**src/rtl/gpr_wb_arb.sv**
```systemverilog
// GPR write-back arbiter: single-cycle port A vs. queued long-latency port B, with a pending-write scoreboard.
// Optional GPR_WB_ZERO_DISCARD_EN: writes and issues to register 0 are dropped.
module gpr_wb_arb #(
    parameter int ADDR_W     = 5,
    parameter int DATA_W     = 32,
    parameter int FIFO_DEPTH = 4
) (
    input  logic                     clk,
    input  logic                     reset,
    input  logic                     a_valid,
    output logic                     a_ready,
    input  logic [ADDR_W-1:0]        a_addr,
    input  logic [DATA_W-1:0]        a_data,
    input  logic                     b_valid,
    output logic                     b_ready,
    input  logic [ADDR_W-1:0]        b_addr,
    input  logic [DATA_W-1:0]        b_data,
    input  logic                     iss_valid,
    input  logic [ADDR_W-1:0]        iss_addr,
    output logic                     we_,
    output logic [ADDR_W-1:0]        w_addr,
    output logic [DATA_W-1:0]        w_data,
    output logic [(1<<ADDR_W)-1:0]   pend
);
    localparam int PTR_W = $clog2(FIFO_DEPTH);
    localparam int CNT_W = PTR_W + 1;
    localparam int NREG  = 1 << ADDR_W;

    logic [ADDR_W-1:0] q_addr [FIFO_DEPTH];
    logic [DATA_W-1:0] q_data [FIFO_DEPTH];
    logic [PTR_W-1:0]  wr_ptr, rd_ptr;
    logic [CNT_W-1:0]  count;

    logic              full, empty, push, pop, sel_a, sel_any, discard, iss_ok;
    logic [ADDR_W-1:0] sel_addr;
    logic [DATA_W-1:0] sel_data;
    logic [NREG-1:0]   set_mask, clr_mask;

    // Readiness depends only on the registered count, never on b_valid.
    assign full    = (count == CNT_W'(FIFO_DEPTH));
    assign empty   = (count == '0);
    assign b_ready = !full;
    assign a_ready = !full;

    assign push    = b_valid && !full;
    assign sel_a   = a_valid && !full;
    assign pop     = !sel_a && !empty;
    assign sel_any = sel_a || pop;

    always_comb begin
        sel_addr = q_addr[rd_ptr];
        sel_data = q_data[rd_ptr];
        if (sel_a) begin
            sel_addr = a_addr;
            sel_data = a_data;
        end
    end

`ifdef GPR_WB_ZERO_DISCARD_EN
    assign discard = (sel_addr == '0);
    assign iss_ok  = iss_valid && (iss_addr != '0);
`else
    assign discard = 1'b0;
    assign iss_ok  = iss_valid;
`endif

    // Set is OR'd in after the clear so a same-cycle set wins.
    assign set_mask = iss_ok ? (NREG'(1) << iss_addr) : '0;
    assign clr_mask = (pop && !discard) ? (NREG'(1) << sel_addr) : '0;

    always_ff @(posedge clk) begin
        if (push && !reset) begin
            q_addr[wr_ptr] <= b_addr;
            q_data[wr_ptr] <= b_data;
        end
    end

    always_ff @(posedge clk) begin
        if (reset) begin
            wr_ptr <= '0;
            rd_ptr <= '0;
            count  <= '0;
            pend   <= '0;
            we_    <= 1'b1;
            w_addr <= '0;
            w_data <= '0;
        end else begin
            if (push) wr_ptr <= wr_ptr + 1'b1;
            if (pop)  rd_ptr <= rd_ptr + 1'b1;
            case ({push, pop})
                2'b10:   count <= count + 1'b1;
                2'b01:   count <= count - 1'b1;
                default: count <= count;
            endcase
            pend <= (pend & ~clr_mask) | set_mask;
            we_  <= !(sel_any && !discard);
            if (sel_any && !discard) begin
                w_addr <= sel_addr;
                w_data <= sel_data;
            end
        end
    end
endmodule

```
**config.mk**
```make
export PLATFORM = sky130hd
export DESIGN_NAME = gpr_wb_arb
export DESIGN_NICKNAME = d
export VERILOG_FILES = /design/src/rtl/gpr_wb_arb.sv
export SDC_FILE = /design/constraint.sdc
export NUM_CORES = 1
export LEC_CHECK = 0
export BUFFER_PORTS_ARGS = -buffer_cell sky130_fd_sc_hd__clkbuf_2
export CORE_MARGIN = 3
export CORE_UTILIZATION = 50
export DETAILED_ROUTE_END_ITERATION = 10
export GPL_TIMING_DRIVEN = 0
export PLACE_DENSITY = 0.81
export SYNTH_ARGS = -nofsm -noshare
export SYNTH_HDL_FRONTEND = slang
export SYNTH_SLANG_ARGS = --single-unit
```
**constraint.sdc**
```tcl
create_clock -name clk -period 3 [get_ports clk]
set_clock_uncertainty 0.1 [all_clocks]
set_input_delay 0.3 -clock clk [delete_from_list [all_inputs] [get_ports clk]]
set_output_delay 0.3 -clock clk [all_outputs]
set_load 0.03 [all_outputs]
```
==> summary.md, run 1 <==
| Metric | Value |
|---|---|
| # rows | 48 |
| CTS H-tree lvls | 1 |
| CP max-delay cell | or3b_2 |
| Nets | ~1000 |
| Vias/cell | around 5.8 |
| Power share of the clock group | 27.7% |
| GPL Wtd Cong | roughly 0.85 |
| Post-synthesis mux area share | 9.24% |
| Sw Ratio | between 30% and 40% |
| Pwr dens | 818 nW/µm² |
| Hold Path Depth | 3 |
| Post-synth top area cell | edfxtp_1 |
| Filler cell count | 1215 |
| Worst R2R Setup Slack | between 0.2 and 0.3 ns |
| Sequential-to-total area share from yosys stat | 66.8% |
| Crit path DAT | a little over 3 ns |
| Combinational power share | between 30 and 40% |
| Critical Path RT | around 3.3 ns |
| Critical Path Max Stage Delay | between 0.5 and 0.6 ns |
| Pin count of the biggest net entering global routing | 26 |
| Setup TNS | 0 ns |
| WL met2 | 11300 µm |
| Setup-failing EPs final | 0 |
| Syn nets | 743 |
| Die height | roughly 140 µm |
| Port-buffer cells | about 160 |
| Inserted Clock Buffers | 23 |
| Share of layout cells above drive strength 1 | a little over a quarter |
| Core box area | about 17000 µm² |
| Post-synthesis instance total | roughly 650 |
| Clock sinks | ~230 |
| Synthesis Warnings | 0 |
| Synth Area in Compound Gates | about a tenth |
| ANT nets after route | 0 |
| Worst-Margin Slew | 0.713 ns |
| Final hold viol count | 0 |
| Sw Pwr | 3.24 mW |
| WL final | 22900 µm |
| Worst slew margin | roughly 52% |
| # Max-Cap Violations | 0 |
| CP Buf/Inv Count | 3 |
| EDFF count, synth | between 100 and 150 |
| Combinational family with the most area after synthesis | simple AND/OR/NAND/NOR gates |
| CP max FO | 11 |
| Share of the synthesized area in the top cell type | around half |
| Register bit count reported by yosys | approximately 230 |
| Synth cell types | 47 |
| Met3 routed WL | roughly 1900 µm |
| Die area | 19700 µm² |
| Delay-heaviest family, CP | simple AND/OR/NAND/NOR gates |
| Status | completed |
| Count leader, synth | edfxtp_1 |
| Worst setup SP type | flop |
| Area Overhead vs Synth | 28.3% |
| Post-Synth Simple-Gate Area | a little over a tenth |
| Via count | 6727 |
| FMAX | approximately 360 MHz |
| Synth Area in XOR/XNOR | 0.486% |
| Start point of the worst hold path | a_data[10] |
| List of most frequent post-synthesis cells | edfxtp_1, nand2_1, dfxtp_1 |
| Die width | between 100 and 150 µm |
| Asr flop ratio synth | 0% |
| Crit-path cells | clkbuf_1 -> or3b_2 -> buf_2 -> nand2_2 -> ha_1 -> inv_1 -> fa_1 -> xor2_1 -> or3_1 -> a21oi_1 |
| Finished Layout Cells | ~1200 |
| Synth Flop Type | edfxtp_1 |
| Top Metal Used | met4 |
| Slew Viols, Final | 0 |
| Grt ovf | 0 |
| Clock tree buffer depth | 3 |
| Synth top area cells | edfxtp_1, dfxtp_1, mux4_2, nand2_1, a311oi_1 |
| Clock-pin slew on the worst setup and hold paths | about 0.06 ns |
| Adder-Cell Fraction of Synth Area | less than 1% |
| R2R Path End | count[2] |
| Clock Latency Late Sink | 0.50 ns |
| CTS tree | done |
| WL met1 | 9210 µm |
| Ports | around 160 |
| Leak | roughly 4.2 nW |
| Final period util | 91.5% |
| RSZ-0062 raised after global routing | false |
| Initial antenna violation count | 1 |
| Pre-Repair DR Iteration Count | 5 |
| Sequential power share | 41.3% |
| Crit. End Element | flop |
| Post-layout minimum cycle time | between 2 and 3 ns |
| Residual DRC | 0 |
| First-pass GRT wire length | roughly 36000 µm |
| Synth Cell Area | between 9000 and 10000 µm² |
| Int Power | ~6.2 mW |
| Final HPWL DP | between 10000 and 15000 µm |
| Mapped Avg Cell Area | about 14 µm² |
| Vias in the first global route | between 6000 and 7000 |
| Dpl cells | approximately 1000 |
| Tot GR Track Use | about 23% |
| Clk root buf | clkbuf_16 |
| Hold WC Path Type | primary input to flop |
| Starting Density | 51.6% |
| Routed WL per cell | 19.9 µm |
| R2R depth | 10 |
| Critical path class | flop to flop |
| VDD IR max | approximately 0.00060 V |
| Initial DRC count | 537 |
| Hold endpoint | w_data[10] |
| Reg-to-Reg Start | count[0] |
[worst reg2reg max path: stages (launching register included)]
cell	delay (ns)
dfxtp_1	0.29
clkbuf_1	0.17
or3b_2	0.53
buf_2	0.22
nand2_2	0.14
ha_1	0.19
inv_1	0.06
fa_1	0.37
xor2_1	0.17
or3_1	0.30
a21oi_1	0.13
[cells by family after synthesis]
logic type      count (synthesis)
compound gates                117
xor+xnor                        5
fa+ha+maj                       6
buf+inv                        46
flops                         227
mux                            37
simple gates                  215
[cells in the final DEF, fill, tap and decap left out, types with 6 or more instances in the layout]
cell type,instances
a21oi_1,7
a311oi_1,37
clkbuf_1,35
clkbuf_16,23
clkbuf_2,155
dfxtp_1,79
dlygate4sd3_1,71
edfxtp_1,148
mux4_2,37
nand2_1,91
nand2b_1,6
nand3_1,6
nor2_1,64
nor2b_1,9
nor3_1,8
o211ai_1,20
o21ai_0,23
o311ai_1,6
[layout make-up]
cell class | instances | area, µm² | share of cell area [%]
Tap cell | 225 | 282 | 2.43
Antenna cell | 1 | 2.50 | 0.0216
Multi-Input combinational cell | 380 | 2810 | 24.3
Timing Repair Buffer | 230 | 1570 | 13.6
Clock inverter | 10 | 55.1 | 0.476
Buffer | 40 | 168 | 1.45
Sequential cell | 227 | 6030 | 52.1
Inverter | 6 | 22.5 | 0.195
Clock buffer | 31 | 636 | 5.49
[power by group through the flow]
| stage | registers, mW | clock network [mW] | logic [mW] |
|---|---|---|---|
| 2_1_floorplan | 4.34 | 0 | 1.56 |
| 3_3_place_gp | 3.95 | 0 | 2.75 |
| 3_5_place_dp | 3.96 | 0 | 2.82 |
| 4_1_cts | 3.90 | 2.65 | 2.93 |
| 5_1_grt | 3.94 | 2.79 | 3.21 |
| 6_report | 3.91 | 2.62 | 2.94 |
[worst max-delay path by stage]
stage | startpoint | slack (ns) | cells after the start | end
floorplan | count[0] | 0.30 | 6 | q_addr[0][0]
CTS | count[0] | 0.19 | 10 | count[2]
global placement | count[0] | -0.44 | 6 | q_data[1][19]
global route | count[0] | 0.04 | 10 | count[2]
detailed placement | count[0] | 0.21 | 10 | count[2]
finish | count[0] | 0.26 | 10 | count[2]
[sequential cells by signal, indices dropped and copies added (netlist names), named ones only]
register	cells
rd_ptr	2
wr_ptr	2
q_addr	20
we_	1
q_data	128
count	3
w_addr	5
w_data	32
pend	32
[metal layers]
layer	track usage [%]	up-vias
li1	-	3032
met1	31.7	3310
met2	38.5	341
met3	3.89	44
met4	5.92	0
met5	0	-
[per-stage QoR]
| step | hold WS [ns] | worst slack, ns | utilization, % | power (mW) | area (µm²) |
|---|---|---|---|---|---|
| 6_report | 0.0331 | 0.256 | 66.2 | 9.47 | 11600 |
| 5_1_grt | 0.0350 | 0.0359 | 66.2 | 9.95 | 11600 |
| 4_1_cts | 0.00245 | 0.191 | 66.2 | 9.47 | 11600 |
| 3_5_place_dp | 0.371 | 0.215 | 58.2 | 6.78 | 10200 |
| 3_3_place_gp | 0.366 | -0.437 | 57.7 | 6.70 | 10100 |
| 2_1_floorplan | 0.299 | 0.303 | - | 5.91 | 9020 |
[repair_timing]
item / 4_1_cts / 5_1_grt
endpoints found under the setup margin: 0 / 1
gates resized for setup: 0 / 1
hold buffers: 71 / 0
buffers inserted: 0 / 0
endpoints found under the hold margin: 182 / 0
Note: power is estimated with default switching activity, not from simulation.
==> run 2, diff against run 1 <==
==> constraint.sdc (replaced) <==
create_clock -name clk -period 3 [get_ports clk]
set_clock_uncertainty 0.1 [all_clocks]
set_input_delay 0.6 -clock clk [delete_from_list [all_inputs] [get_ports clk]]
set_output_delay 0.6 -clock clk [all_outputs]
set_load 0.03 [all_outputs]
==> run 2 against run 1 <==
Power shrank 1.4%. Sequential share of layout area increased by 3.4 points. Utilization down 4.1 points. Via count fell by 6.3%. First-iteration DRC count fell by 13%.
==> summary.md, run 2 (synthesis gave the netlist of run 1 again) <==
| Metric | Value |
|---|---|
| Clock Latency Late Sink | 0.50 ns (about the same) |
| Worst slew margin | 52.5% (about the same) |
| Crit-path cells | clkbuf_1 -> or3b_2 -> buf_2 -> nand2_2 -> ha_1 -> inv_1 -> fa_1 -> xor2_1 -> or3_1 -> a21oi_1 (unchanged) |
| Critical path class | flop to flop (unchanged) |
| Crit. End Element | flop (unchanged) |
| Via count | 6300 (was 6727) |
| Share of layout cells above drive strength 1 | 29.3% (was 27.1%) |
| Pwr dens | 860 nW/µm² (was 818 nW/µm²) |
| Pre-CTS worst setup slack | 0.215 ns (unchanged) |
| Initial antenna violation count | 1 (unchanged) |
| Final period util | 91.4% (was 91.5%) |
| Worst R2R Setup Slack | 0.26 ns (about the same) |
| Critical Path RT | 3.33 ns (about the same) |
| Met3 routed WL | 1880 µm (was 1910 µm) |
| Final hold viol count | 0 (unchanged) |
| Area Overhead vs Synth | 20.5% (was 28.3%) |
| CP max FO | 11 (unchanged) |
| Sw Ratio | 33.9% (was 34.2%) |
| Top flop regs | q_data (128), pend (32), w_data (32) (unchanged) |
| Nets | 927 (was 998) |
| Largest register by flop count | q_data (unchanged) |
| # Max-Cap Violations | 0 (unchanged) |
| Routed WL per cell | 19.8 µm (was 19.9 µm) |
| Die width | 140 µm (unchanged) |
| Die area | 19700 µm² (unchanged) |
| Post-layout minimum cycle time | 2.74 ns (about the same) |
| Setup Buffers After CTS | 0 (unchanged) |
| Reg-to-Reg Start | count[0] (unchanged) |
| Vias in the first global route | 6007 (was 6553) |
| Most common cell after layout, fill and taps aside | clkbuf_2 (unchanged) |
| CTS H-tree lvls | 1 (unchanged) |
| Setup TNS | 0 ns (unchanged) |
| WL final | 21300 µm (was 22900 µm) |
| Grt ovf | 0 (unchanged) |
| Placed Area | 10200 µm² (unchanged) |
| Worst-Margin Slew | 0.712 ns (was 0.713 ns) |
| Int Power | 6.18 mW (was 6.24 mW) |
| WL met1 | 8940 µm (was 9210 µm) |
| Combinational power share | 30.3% (was 31.1%) |
| Ports | 156 (unchanged) |
| Sw Pwr | 3.16 mW (was 3.24 mW) |
| Leak | 3.94 nW (was 4.23 nW) |
| Clock sinks | 227 (unchanged) |
| Top Metal Used | met5 (was met4) |
| Tot GR Track Use | 21.5% (was 23.0%) |
| Final HPWL DP | 14700 µm (unchanged) |
| Status | completed (unchanged) |
| Port-buffer cells | 155 (unchanged) |
| Filler cell count | 1322 (was 1215) |
| R2R depth | 10 (unchanged) |
| Slew Viols, Final | 0 (unchanged) |
| Vias/cell | 5.84 (was 5.85) |
| Starting Density | 51.6% (unchanged) |
| Setup-failing EPs final | 0 (unchanged) |
| Power share of the clock group | 28.0% (was 27.7%) |
| Post-CTS sizing | 0 (unchanged) |
| Post-CTS Hold Buffers | 0 (was 71) |
| CP max-delay cell | or3b_2 (unchanged) |
| Total power | 9.34 mW (was 9.47 mW) |
| # rows | 48 (unchanged) |
| Pin count of the biggest net entering global routing | 26 (unchanged) |
| Hold Path Depth | 1 (was 3) |
| Critical Path Max Stage Delay | 0.53 ns (about the same) |
| Start point of the worst hold path | b_data[13] (was a_data[10]) |
| Dpl cells | 1037 (unchanged) |
| Crit path DAT | 3.07 ns (was 3.08 ns) |
| Clk root buf | clkbuf_16 (unchanged) |
| CTS tree | done (unchanged) |
| WL met2 | 10200 µm (was 11300 µm) |
| Clock tree buffer depth | 3 (unchanged) |
| FMAX | 365 MHz (was 364 MHz) |
| Highest-count cells in the layout ignoring fill and taps | clkbuf_2, edfxtp_1, nand2_1 (unchanged) |
| Hold WC Path Type | primary input to flop (unchanged) |
| ANT nets after route | 0 (unchanged) |
| Post-route cell area | 10900 µm² (was 11600 µm²) |
| Largest register FFs | 128 (unchanged) |
| Worst setup SP type | flop (unchanged) |
| Sequential power share | 41.8% (was 41.3%) |
| R2R Path End | count[2] (unchanged) |
| Die height | 140 µm (unchanged) |
| RSZ-0062 raised after global routing | false (unchanged) |
| Final worst slack | 0.259 ns (was 0.256 ns) |
| Residual DRC | 0 (unchanged) |
| VDD IR max | 0.000601 V (was 0.000600 V) |
| Initial DRC count | 467 (was 537) |
| Core box area | 17500 µm² (unchanged) |
| Critical Path Source | count[0] (unchanged) |
| Finished Layout Cells | 1079 (was 1150) |
| Inserted Clock Buffers | 23 (unchanged) |
| GPL Wtd Cong | 0.850 (unchanged) |
| Hold endpoint | q_data[0][13] (was w_data[10]) |
| Pre-Repair DR Iteration Count | 5 (unchanged) |
| Clock-pin slew on the worst setup and hold paths | 0.06 ns (about the same) |
| First-pass GRT wire length | 33800 µm (was 36000 µm) |
==> run 2: power by group through the flow <==
stage / Sequential (mW) / Clock, mW / Combinational, mW
finish: 3.90 / 2.61 / 2.83
global route: 3.94 / 2.78 / 3.11
CTS: 3.90 / 2.65 / 2.85
detailed placement: 3.96 / 0 / 2.82
global placement: 3.95 / 0 / 2.75
floorplan: 4.34 / 0 / 1.56
==> run 2: cell type report <==
cell class / instances / area [µm²] / area share [%]
clock inverter: 10 / 55.1 / 0.507
antenna: 1 / 2.50 / 0.0230
timing repair buffer: 159 / 863 / 7.95
buffer: 40 / 168 / 1.54
multi-input combinational: 380 / 2810 / 25.9
sequential: 227 / 6030 / 55.5
tap: 225 / 282 / 2.59
clock buffer: 31 / 636 / 5.85
inverter: 6 / 22.5 / 0.207
==> run 2: worst max-delay path by stage <==
stage,endpoint,slack (ns),cells past startpoint
2_1_floorplan,q_addr[0][0],0.30,6
5_1_grt,count[2],0.04,10
4_1_cts,count[2],0.19,10
3_5_place_dp,count[2],0.21,10
6_report,count[2],0.26,10
3_3_place_gp,q_data[1][19],-0.44,6
==> run 2: stage by stage <==
| stage | hold WS [ns] | utilization (%) |
|---|---|---|
| final | 0.214 | 62.2 |
| after global routing | 0.207 | 62.2 |
| after CTS | 0.197 | 62.1 |
| after detailed placement | 0.371 | 58.2 |
| after global placement | 0.366 | 57.7 |
| after floorplan | 0.369 | - |
==> run 2: critical path, delay by kind of cell, from the launching register on <==
family          cells  cell delay (ns)
fa+ha+maj           2             0.56
buf+inv             3             0.45
flops               1             0.29
simple gates        3             0.96
xor+xnor            1             0.17
compound gates      1             0.13
==> run 2: metal layers <==
layer / up-vias / track usage (%)
li1: 2887 / -
met1: 3084 / 30.4
met2: 296 / 35.0
met3: 31 / 4.37
met4: 2 / 4.84
met5: - / 0
==> run 3, diff against run 2 <==
--- a/config.mk
+++ b/config.mk
@@ -5,12 +5,15 @@
 export SDC_FILE = /design/constraint.sdc
 export NUM_CORES = 1
 export LEC_CHECK = 0
+export ABC_AREA = 1
 export BUFFER_PORTS_ARGS = -buffer_cell sky130_fd_sc_hd__clkbuf_2
+export CELL_PAD_IN_SITES_DETAIL_PLACEMENT = 1
+export CELL_PAD_IN_SITES_GLOBAL_PLACEMENT = 2
 export CORE_MARGIN = 3
-export CORE_UTILIZATION = 50
+export CORE_UTILIZATION = 35
 export DETAILED_ROUTE_END_ITERATION = 10
 export GPL_TIMING_DRIVEN = 0
-export PLACE_DENSITY = 0.81
+export PLACE_DENSITY = 0.87
 export SYNTH_ARGS = -nofsm -noshare
 export SYNTH_HDL_FRONTEND = slang
 export SYNTH_SLANG_ARGS = --single-unit
==> run 3 against run 2 <==
Combinational power is 6% lower. Highest routed layer unchanged. Synthesized cell count up 34%. Final area rose by 2.7%. Via count is 15% higher. Area after synthesis grew 0.43%.
==> summary.md, run 3 <==
| Metric | Value |
|---|---|
| Core box area | 25300 µm² (was 17500 µm²) |
| Residual DRC | 0 (unchanged) |
| Post-layout minimum cycle time | 2.34 ns (was 2.74 ns) |
| Synth Flop Type | edfxtp_1 (unchanged) |
| WL final | 27900 µm (was 21300 µm) |
| Die width | 167 µm (was 140 µm) |
| Worst-Margin Slew | 0.680 ns (was 0.712 ns) |
| Crit path DAT | 2.46 ns (was 3.07 ns) |
| Syn nets | 966 (was 743) |
| Combinational family with the most area after synthesis | simple AND/OR/NAND/NOR gates (unchanged) |
| ANT nets after route | 0 (unchanged) |
| Count leader, synth | edfxtp_1 (unchanged) |
| Final HPWL DP | 19600 µm (was 14700 µm) |
| Synth Area in Compound Gates | 12.6% (was 9.47%) |
| CP max FO | 21 (was 11) |
| Port-buffer cells | 150 (was 155) |
| Sequential-to-total area share from yosys stat | 66.5% (was 66.8%) |
| Synth Cell Area | 9060 µm² (was 9020 µm²) |
| Area Overhead vs Synth | 23.2% (was 20.5%) |
| Largest register by flop count | q_data (unchanged) |
| Largest register FFs | 128 (unchanged) |
| Setup Buffers After CTS | 0 (unchanged) |
| Final worst slack | 0.664 ns (was 0.259 ns) |
| Synth Area in XOR/XNOR | 0% (was 0.486%) |
| Pre-CTS worst setup slack | 0.0519 ns (was 0.215 ns) |
| Most common cell after layout, fill and taps aside | clkbuf_2 (unchanged) |
| Setup-failing EPs final | 0 (unchanged) |
| Share of layout cells above drive strength 1 | 21.0% (was 29.3%) |
| Nets | 1147 (was 927) |
| Clock-pin slew on the worst setup and hold paths | 0.06 ns (about the same) |
| Post-CTS sizing | 0 (unchanged) |
| R2R depth | 9 (was 10) |
| Register bit count reported by yosys | 227 (unchanged) |
| Post-synthesis instance total | 876 (was 653) |
| Tot GR Track Use | 19.4% (was 21.5%) |
| Ports | 156 (unchanged) |
| Routed WL per cell | 19.8 µm (about the same) |
| Worst slew margin | 54.6% (was 52.5%) |
| Die height | 167 µm (was 140 µm) |
| Via count | 7254 (was 6300) |
| Critical Path RT | 3.13 ns (was 3.33 ns) |
| Vias/cell | 5.15 (was 5.84) |
| Highest-count cells in the layout ignoring fill and taps | clkbuf_2, edfxtp_1, o21ai_0 (was clkbuf_2, edfxtp_1, nand2_1) |
| Total power | 9.53 mW (was 9.34 mW) |
| Post-synth top area cell | edfxtp_1 (unchanged) |
| Hold Path Depth | 1 (unchanged) |
| Placed Area | 10300 µm² (was 10200 µm²) |
| EDFF count, synth | 148 (unchanged) |
| CTS H-tree lvls | 1 (unchanged) |
| Vias in the first global route | 7598 (was 6007) |
| Post-route cell area | 11200 µm² (was 10900 µm²) |
| Final period util | 77.9% (was 91.4%) |
| Initial DRC count | 525 (was 467) |
| RSZ-0062 raised after global routing | false (unchanged) |
| CTS tree | done (unchanged) |
| Pin count of the biggest net entering global routing | 28 (was 26) |
| Mapped Avg Cell Area | 10.3 µm² (was 13.8 µm²) |
| Adder-Cell Fraction of Synth Area | 0.912% (was 0.916%) |
| Post-synthesis mux area share | 0% (was 9.24%) |
| Top flop regs | q_data (128), pend (32), w_data (32) (unchanged) |
| Final hold viol count | 0 (unchanged) |
| Hold WC Path Type | primary input to flop (unchanged) |
| Pwr dens | 854 nW/µm² (was 860 nW/µm²) |
| Clk root buf | clkbuf_16 (unchanged) |
| Critical path class | primary input to flop (was flop to flop) |
| Status | completed (unchanged) |
| Leak | 4.18 nW (was 3.94 nW) |
| Crit. End Element | flop (unchanged) |
| GPL Wtd Cong | 0.785 (was 0.850) |
| Post-CTS Hold Buffers | 0 (unchanged) |
| Post-Synth Simple-Gate Area | 15.7% (was 11.0%) |
| VDD IR max | 0.000492 V (was 0.000601 V) |
| Grt ovf | 0 (unchanged) |
| # rows | 58 (was 48) |
| Die area | 27800 µm² (was 19700 µm²) |
| Clock sinks | 227 (unchanged) |
| Pre-Repair DR Iteration Count | 5 (unchanged) |
| Share of the synthesized area in the top cell type | 49.1% (was 49.3%) |
| Clock tree buffer depth | 3 (unchanged) |
| Worst setup SP type | primary input (was flop) |
| Initial antenna violation count | 5 (was 1) |
| FMAX | 428 MHz (was 365 MHz) |
| Clock Latency Late Sink | 0.53 ns (was 0.50 ns) |
| # Max-Cap Violations | 0 (unchanged) |
| Synth cell types | 30 (was 47) |
| Starting Density | 35.8% (was 51.6%) |
| Synthesis Warnings | 0 (unchanged) |
| Inserted Clock Buffers | 25 (was 23) |
| Asr flop ratio synth | 0% (unchanged) |
| First-pass GRT wire length | 42700 µm (was 33800 µm) |
| Synth top area cells | edfxtp_1, dfxtp_1, o21ai_0, nor2_1, nand3_1 (was edfxtp_1, dfxtp_1, mux4_2, nand2_1, a311oi_1) |
| Slew Viols, Final | 0 (unchanged) |
| List of most frequent post-synthesis cells | edfxtp_1, o21ai_0, nor2_1 (was edfxtp_1, nand2_1, dfxtp_1) |
run 3: cell types whose count changed after synthesis, moves of 8 or more:
cell,change
a21oi_1,+31
nor3_1,-8
nand3_1,+76
a311oi_1,-37
nor2b_1,-9
inv_1,+24
o21ai_0,+114
nor2_1,+67
mux4_2,-37
nand2_1,+17
o211ai_1,-20
o22ai_1,+28
run 3: per-layer routing:
layer	track usage, %	share of wire, %
met5	0	0.097
met4	5.92	2.4
met3	3.44	5.4
met2	34.5	50
met1	24.0	42
run 3: worst paths after layout:
check | startpoint | end | slack (ns)
setup reg to reg | count[0] | w_data[22] | 0.71
setup / recovery | reset | q_data[2][2] | 0.66
hold reg to reg | pend[30] | pend[30] | 0.36
hold / removal | b_addr[2] | q_addr[3][2] | 0.19
run 3: report_power, final:
group          total (mW)  switching (mW)  leakage [nW]  internal, mW
Clock                3.02            1.26         0.391          1.76
Combinational        2.67            1.96          1.79         0.705
Sequential           3.84           0.166          1.99          3.67
Total                9.53            3.39          4.18          6.14
run 3: cell type report:
type	instances	area [µm²]
diodes	3	7.51
plain buffers	55	254
clock buffers	33	676
clock inverters	13	130
fillers	2883	14200
inverters	36	135
multi-input cells	558	2670
flip-flops and latches	227	6030
well taps	330	413
repair buffers	154	846
run 3: cells by family (layout without fill, tap and decap cells):
kind of cell,after synthesis,count (layout)
simple gates,337,337
compound gates,215,215
flops,227,227
fa+ha+maj,6,6
other cells,0,3
buf+inv,91,291
run 3: critical path, stage by stage:
cell and delay, ns:
clkbuf_1 0.19, clkinv_1 0.36, nand3_1 0.39, nor2_4 0.65, buf_16 0.25
run 3: stage by stage:
stage	TNS, ns	hold slack [ns]	util, %	instances
after floorplan	-18.86	0.312	-	876
after global placement	-256.06	0.325	40.4	1356
after detailed placement	0	0.343	40.9	1360
after CTS	0	0.172	44.0	1406
after global routing	0	0.183	44.1	1409
final	0	0.187	44.1	1409
